File: src/rtl/digit_buf_pkg.sv
// Shared constants, types and helpers for the digit-entry buffer.
package digit_buf_pkg;

  localparam int DIG_W_DEF = 4;
  localparam int N_DIG_DEF = 4;

  typedef enum logic {
    OVF_DROP   = 1'b0,
    OVF_REJECT = 1'b1
  } ovf_mode_e;

  function automatic int cnt_w(input int n);
    return $clog2(n + 1);
  endfunction

endpackage

File: src/rtl/entry_idle_timer.sv
// Idle timer for the digit-entry buffer: pulses expire on the edge that
// completes TIMEOUT_CYC idle cycles while armed.
module entry_idle_timer #(
  parameter int TIMEOUT_CYC = 50_000_000
) (
  input  logic clk,
  input  logic nrst,
  input  logic activity,
  input  logic armed,
  output logic expire
);

  localparam int TW = (TIMEOUT_CYC > 1) ? $clog2(TIMEOUT_CYC) : 1;
  localparam logic [TW-1:0] LAST = TW'(TIMEOUT_CYC - 1);

  logic [TW-1:0] remain_q;

  // Down-counter reloads on any activity or while disarmed; terminal count 0.
  assign expire = armed & ~activity & (remain_q == '0);

  always_ff @(posedge clk or negedge nrst) begin
    if (!nrst) begin
      remain_q <= LAST;
    end else if (!armed || activity || expire) begin
      remain_q <= LAST;
    end else begin
      remain_q <= remain_q - TW'(1);
    end
  end

endmodule

File: src/rtl/digit_entry_buf.sv
// Keypad digit-entry shift buffer with backspace, clear and overflow policy.
// Optional auto-clear on idle is enabled by defining ENTRY_TIMEOUT_EN.
import digit_buf_pkg::*;

module digit_entry_buf #(
  parameter int N_DIG       = N_DIG_DEF,
  parameter int DIG_W       = DIG_W_DEF,
  parameter int OVF_MODE    = 0,
  parameter int TIMEOUT_CYC = 50_000_000
) (
  input  logic                        clk,
  input  logic                        nrst,
  input  logic                        push,
  input  logic [DIG_W-1:0]            din,
  input  logic                        bksp,
  input  logic                        clr,
  output logic [N_DIG*DIG_W-1:0]      digits,
  output logic [N_DIG-1:0]            valid,
  output logic [cnt_w(N_DIG)-1:0]     count,
  output logic                        full,
  output logic                        ovf,
  output logic                        timeout
);

  localparam int CW = cnt_w(N_DIG);
  localparam logic [CW-1:0] FULL_CNT = CW'(N_DIG);
  localparam ovf_mode_e MODE = ovf_mode_e'(OVF_MODE[0]);

  logic [DIG_W-1:0] slot_q [N_DIG];
  logic [DIG_W-1:0] slot_d [N_DIG];
  logic [N_DIG-1:0] valid_q, valid_d;
  logic [CW-1:0]    count_q, count_d;
  logic             ovf_q, ovf_d;
  logic             timeout_q;
  logic             expire;
  logic             is_full, is_empty;

  assign is_full  = (count_q == FULL_CNT);
  assign is_empty = (count_q == '0);

`ifdef ENTRY_TIMEOUT_EN
  logic activity;
  assign activity = push | bksp | clr;

  entry_idle_timer #(
    .TIMEOUT_CYC(TIMEOUT_CYC)
  ) u_idle_timer (
    .clk      (clk),
    .nrst     (nrst),
    .activity (activity),
    .armed    (~is_empty),
    .expire   (expire)
  );
`else
  assign expire = 1'b0;
`endif

  always_comb begin
    slot_d  = slot_q;
    valid_d = valid_q;
    count_d = count_q;
    ovf_d   = 1'b0;

    if (clr || expire) begin
      for (int i = 0; i < N_DIG; i++) slot_d[i] = '0;
      valid_d = '0;
      count_d = '0;
    end else if (push && bksp && !is_empty) begin
      slot_d[0] = din;
    end else if (push) begin
      // Full: drop-oldest shifts anyway, reject leaves state alone.
      if (!is_full || MODE == OVF_DROP) begin
        for (int i = N_DIG - 1; i > 0; i--) slot_d[i] = slot_q[i-1];
        slot_d[0] = din;
        valid_d   = {valid_q[N_DIG-2:0], 1'b1};
      end
      if (is_full) ovf_d = 1'b1;
      else         count_d = count_q + CW'(1);
    end else if (bksp && !is_empty) begin
      for (int i = 0; i < N_DIG - 1; i++) slot_d[i] = slot_q[i+1];
      slot_d[N_DIG-1] = '0;
      valid_d = {1'b0, valid_q[N_DIG-1:1]};
      count_d = count_q - CW'(1);
    end
  end

  always_ff @(posedge clk or negedge nrst) begin
    if (!nrst) begin
      for (int i = 0; i < N_DIG; i++) slot_q[i] <= '0;
      valid_q   <= '0;
      count_q   <= '0;
      ovf_q     <= 1'b0;
      timeout_q <= 1'b0;
    end else begin
      slot_q    <= slot_d;
      valid_q   <= valid_d;
      count_q   <= count_d;
      ovf_q     <= ovf_d;
      timeout_q <= expire;
    end
  end

  always_comb begin
    digits = '0;
    for (int i = 0; i < N_DIG; i++) digits[i*DIG_W +: DIG_W] = slot_q[i];
  end

  assign valid   = valid_q;
  assign count   = count_q;
  assign full    = is_full;
  assign ovf     = ovf_q;
  assign timeout = timeout_q;

endmodule

File: config.mk
export PLATFORM = sky130hd
export DESIGN_NAME = digit_entry_buf
export DESIGN_NICKNAME = d
export VERILOG_FILES = /design/src/rtl/digit_buf_pkg.sv /design/src/rtl/entry_idle_timer.sv /design/src/rtl/digit_entry_buf.sv
export SDC_FILE = /design/constraint.sdc
export NUM_CORES = 1
export LEC_CHECK = 0
export ABC_AREA = 1
export CAP_MARGIN = 20
export CORE_UTILIZATION = 47
export CTS_CLUSTER_SIZE = 40
export DETAILED_ROUTE_END_ITERATION = 7
export PLACE_DENSITY = 0.86
export SYNTH_ARGS = -nofsm -noshare
export SYNTH_HDL_FRONTEND = slang
export SYNTH_HIERARCHICAL = 1
export SYNTH_SLANG_ARGS = --single-unit
File: constraint.sdc
create_clock -name clk -period 1.65 [get_ports clk]
set_input_delay 0.33 -clock clk [delete_from_list [all_inputs] [get_ports clk]]
set_output_delay 0.33 -clock clk [all_outputs]
set_load 0.005 [all_outputs]
==> flow_metrics.tcl, run 1 <==
set metrics [dict create \
    outcome "finished, final reports clean" \
    timing.final.crit_share_pct 95.6 \
    clk_latency_ns 0.30 \
    core_sq_mm 0.00252 \
    p_leak_nw 0.838 \
    rows 18 \
    dp_hpwl_microns 2120 \
    hold_viol 0 \
    final_cell_count_no_fill 212 \
    worstReg2RegEnd "digits[8]" \
    antenna_found_initial 0 \
    ir_worst_vdd_v 0.000741 \
    required_ns 1.32 \
    initial_core_util_pct 50.8 \
    grt_use_total_pct 19.6 \
    cts_buffer_depth 2 \
    place_congestion 0.825 \
    synth-async-reset-ratio_pct 100 \
    dieArea_sq_mm 0.00294 \
    vias_per_cell 5.33 \
    syn_area_sq_mm 0.00128 \
    fp.dieH_microns 54.2 \
    die_w_microns 54.2 \
    ant_nets 0 \
    reg2reg_depth 10 \
    wl_per_cell_microns 13.0 \
    finalPower_mw 1.78 \
    routed_wl_microns 2750 \
    grt_pass1_wl_microns 4120 \
    crit_buf_inv 1 \
    r2r-start "count[1]" \
    insertedDiodeCount 0 \
    final_area_sq_mm 0.00182 \
    crit_family "buffers and inverters" \
    finalClockSkew_ns 0.00120 \
    avgSynthCellArea_sq_um 9.79 \
    netlist_instances 131 \
    numCtsBuffers 3 \
    end_kind "primary output" \
    fin_crit_ns 1.58 \
    path_cells "clkdlybuf4s50_1" \
    drc_errors 0 \
    hp-class "primary input to asynchronous set/reset pin" \
    grt_pass1_vias 1004 \
    reg2reg_slack_ns 0.08 \
    dr.pass1.iters 4 \
    first_iter_violations 30 \
    max_stage_delay_ns 0.52 \
    cts_sinks 24 \
    dp_cells 204 \
    clock-root-buffer "clkbuf_4" \
    crit_type "flip-flop to primary output" \
    cts.clk_slew.worst_paths_ns 0.12 \
    grt_overflow 0 \
    htreeDepth 1 \
    num_io_pins 35 \
    io_buffers 33 \
    timing.max_cap.violations 0 \
    cts_tree "built" \
    slew_viol_final 0 \
    grt_max_degree 25 \
    p_per_area_mw_per_mm2 981 \
    final_nets 193 \
    synth_flop_cell "dfrtp_1" \
    synthDistinctLibCells 23 \
    yosys_warnings 6 \
    slowest_stage "clkdlybuf4s50_1" \
    layout-drive-gt1-share_pct 29.7 \
    path_max_fanout 4 \
    area_growth_pct 41.7 \
    ys_ff_latch 24 \
    dpl_cell_area_sq_mm 0.00174 \
    final-setup-viol-count 0 \
    cp-start-kind "flip-flop" \
    ys_seq_area_share_pct 46.8 \
    dr_total_vias 1130 \
    n_fill_cell 197 \
    cp.arrival_ns 1.25 \
    fmax_ghz 0.634 \
    synth_edf_count 0 \
    syn_nets 141 \
    rsz0062_at_grt "false" \
]
cells in the final DEF (no fill, tap or decap):
| cell type | Yosys | layout |
|---|---|---|
| clkbuf_4 | 0 | 3 |
| nand3_4 | 2 | 2 |
| dlymetal6s2s_1 | 0 | 3 |
| o21ai_0 | 5 | 5 |
| conb_1 | 1 | 1 |
| o21ai_2 | 16 | 16 |
| nor2_4 | 3 | 3 |
| buf_4 | 1 | 16 |
| buf_12 | 0 | 2 |
| dfrtp_1 | 24 | 24 |
| inv_1 | 4 | 4 |
| fa_1 | 1 | 1 |
| nand2_4 | 2 | 2 |
| clkdlybuf4s50_1 | 0 | 29 |
| a21oi_2 | 1 | 1 |
| nor2_1 | 5 | 5 |
| nand2_1 | 36 | 36 |
| clkbuf_2 | 0 | 1 |
| inv_2 | 2 | 2 |
| buf_6 | 3 | 3 |
| nand2_2 | 2 | 2 |
| a21oi_1 | 1 | 1 |
| a22oi_1 | 14 | 14 |
| clkbuf_8 | 0 | 1 |
| nor3_1 | 1 | 1 |
| nand4_1 | 2 | 2 |
| nand3_1 | 2 | 2 |
registers in the layout, indices dropped and copies added (netlist names):
name    flops
count       3
valid       4
digits     16
ovf         1
metal layers:
| layer | global-route usage (%) | vias up | part of all wire, % |
|---|---|---|---|
| met5 | 0 | - | 0 |
| met2 | 35.2 | 31 | 52 |
| met3 | 3.33 | 2 | 4.8 |
| met4 | 5.98 | 0 | 0.55 |
| met1 | 23.6 | 553 | 42 |
| li1 | - | 544 | - |
worst max path at each step:
stage	from	endpoint	slack (ns)	cells past startpoint
after detailed placement	push	digits[8]	-0.16	8
final	digits[8]	digits[8]	0.07	1
after global routing	digits[11]	digits[11]	0.0009	1
after global placement	push	count[2]	-0.10	6
after floorplan	count[0]	count[2]	0.35	6
after CTS	count[2]	count[2]	0.008	2
report_power, final:
| part | switching (mW) | total [mW] | internal, mW |
|---|---|---|---|
| Combinational | 0.388 | 0.789 | 0.401 |
| Sequential | 0.0484 | 0.694 | 0.645 |
| Clock | 0.164 | 0.299 | 0.134 |
| Total | 0.601 | 1.78 | 1.18 |
cell families after synthesis:
kind of cell,after synthesis,synth area share [%]
and+or+nand+nor,55,22.2
AOI/OAI and AO/OA,37,22.1
DFF,24,46.8
buffers and inverters,13,6.93
adders and majority gates,1,1.56
other,1,0.292
per-stage QoR:
step / hold slack, ns / setup WS [ns] / TNS, ns / util, %
after floorplan: 0.0344 / 0.351 / 0 / -
after global placement: 0.494 / -0.102 / -1.74 / 68.8
final: 0.367 / 0.0732 / 0 / 72.0
after global routing: 0.395 / 0.000937 / 0 / 72.0
after CTS: 0.371 / 0.00844 / 0 / 71.7
after detailed placement: 0.500 / -0.156 / -2.86 / 68.8
layout make-up:
cell class,count,area [sq um],share of cell area (%)
repair buffers,54,527,29.0
clock buffers,4,36.3,2.00
inverters,6,22.5,1.24
well taps,30,37.5,2.07
multi-input cells,94,593,32.6
flip-flops and latches,24,601,33.1
cells in the mapped netlist, types with 2 or more instances:
| library cell | count | share of area, % |
|---|---|---|
| nand2_1 | 36 | 11 |
| dfrtp_1 | 24 | 47 |
| o21ai_2 | 16 | 11 |
| a22oi_1 | 14 | 8.2 |
| nor2_1 | 5 | 1.5 |
| o21ai_0 | 5 | 2.0 |
| inv_1 | 4 | 1.2 |
| buf_6 | 3 | 2.6 |
| nor2_4 | 3 | 2.6 |
| buf_2 | 2 | 0.78 |
| inv_2 | 2 | 0.59 |
| nand2_2 | 2 | 0.98 |
| nand2_4 | 2 | 1.8 |
| nand3_1 | 2 | 0.78 |
| nand3_4 | 2 | 2.7 |
| nand4_1 | 2 | 0.98 |
timing repair:
action,4_1_cts,5_1_grt
hold buffers,0,0
gates resized for setup,3,6
buffers inserted,4,0
setup endpoints to repair,4,4
No activity file was read; power rests on OpenSTA's default activity.
==> inputs of run 2 (changes only) <==
REMOVE_ABC_BUFFERS = 1   (was unset)
==> flow_metrics.tcl, run 2 (synthesis results as in run 1) <==
set metrics [dict create \
    htreeDepth 1 \
    grt_use_total_pct 21.3 \
    io_buffers 33 \
    clock-root-buffer "clkbuf_4" \
    core_sq_mm 0.00252 \
    numCtsBuffers 3 \
    dieArea_sq_mm 0.00294 \
    timing.max_cap.violations 0 \
    grt_pass1_vias 1054 \
    whs_ns 0.342 \
    p_per_area_mw_per_mm2 1010 \
    fin_crit_ns 1.60 \
    crit_buf_inv 1 \
    final_common_cell "nand2_1" \
    slew_viol_final 0 \
    crit_type "flip-flop to primary output" \
    finalClockSkew_ns 0.00403 \
    ant_nets 0 \
    antenna_found_initial 0 \
    rows 18 \
    first_iter_violations 19 \
    cts.clk_slew.worst_paths_ns 0.13 \
    area_growth_pct 41.7 \
    drc_errors 0 \
    power_frac_clock_pct 23.3 \
    initial_core_util_pct 50.8 \
    layout-drive-gt1-share_pct 29.7 \
    power_frac_comb_pct 39.6 \
    cts_tree "built" \
    dr_total_vias 1120 \
    ir_worst_vdd_v 0.000932 \
    num_io_pins 35 \
    swShare_pct 32.7 \
    cts_sinks 24 \
    max_stage_delay_ns 0.53 \
    wl_per_cell_microns 13.3 \
    grt_max_degree 25 \
    hp-class "primary input to asynchronous set/reset pin" \
    routed_wl_microns 2820 \
    cts_buffer_depth 2 \
    end_kind "primary output" \
    die_w_microns 54.2 \
    crit_family "buffers and inverters" \
    dp_hpwl_microns 2100 \
    pwr-share-seq_pct 37.1 \
    final_nets 193 \
    dr.pass1.iters 4 \
    intPower_mw 1.24 \
    rsz0062_at_grt "false" \
    place_congestion 0.786 \
    largest_reg_flops 16 \
    timing.final.crit_share_pct 97.2 \
    hold_viol 0 \
    insertedDiodeCount 0 \
    switchingPower_mw 0.602 \
    slowest_stage "clkdlybuf4s50_1" \
    vias_per_cell 5.28 \
    clk_latency_ns 0.32 \
    final-setup-viol-count 0 \
    fp.dieH_microns 54.2 \
    cp.arrival_ns 1.27 \
    path_max_fanout 4 \
    grt_overflow 0 \
    layout_common_cells "36 x nand2_1, 28 x clkdlybuf4s50_1, 24 x dfrtp_1, 18 x buf_4, 16 x o21ai_2" \
    p_leak_nw 0.832 \
    cp-start-kind "flip-flop" \
    path_cells "clkdlybuf4s50_1" \
    required_ns 1.32 \
    fmax_ghz 0.624 \
    final_core_util_pct 72.0 \
    grt_pass1_wl_microns 4510 \
    outcome "finished, final reports clean" \
]
==> run 2: cell count changes in the layout (fill, tap and decap cells not counted), sizes merged <==
cell           before  now
clkbuf              5    4
clkdlybuf4s50      29   28
dlygate4sd2         0    3
bufinv              0    1
dlymetal6s2s        3    1
==> run 2: metrics by stage <==
step	setup TNS (ns)	setup WS [ns]	power, mW	cells	area [sq um]
2_1_floorplan	0	0.287	1.05	124	1220
3_3_place_gp	-1.33	-0.103	1.39	201	1710
3_5_place_dp	-2.42	-0.137	1.41	201	1710
4_1_cts	0	0.0274	1.83	206	1770
5_1_grt	0	0.00482	1.95	212	1820
6_report	0	0.0462	1.84	212	1820
==> run 2: path summary, 6_finish.rpt <==
path                       slack, ns        from         end  depth (start not counted)
max                             0.05  digits[10]  digits[10]                          1
min reg2reg                     0.53  digits[14]  digits[14]                          2
min in group clk                0.53  digits[14]  digits[14]                          2
max reg2reg                     0.25    count[0]    count[1]                          6
max in group asynchronous       1.08        nrst    count[2]                          2
min                             0.34        nrst  digits[15]                          2
==> run 2: what timing repair did <==
action,CTS,global route
hold buffers,0,0
buffers inserted,1,6
gates resized for setup,5,3
endpoints found under the hold margin,0,0
endpoints found under the setup margin,4,5
==> run 2: area by class of cell <==
class	count	area [sq um]
fillers	207	706
flip-flops and latches	24	601
multi-input cells	94	593
repair buffers	54	510
well taps	30	37.5
clock inverters	1	30.0
clock buffers	3	22.5
inverters	6	22.5
==> run 2: routing by layer <==
metal	global-route usage [%]	vias up	share of wire (%)
met5	0	-	0
li1	-	546	-
met2	40.0	38	52
met1	24.0	534	40
met3	3.89	2	7.0
met4	6.41	0	0.57
==> run 2: power groups by stage <==
stage	combinational, mW	clock, mW	sequential [mW]
CTS	0.712	0.436	0.687
finish	0.728	0.428	0.683
floorplan	0.312	0	0.736
detailed placement	0.711	0	0.697
global route	0.798	0.456	0.692
global placement	0.693	0	0.696
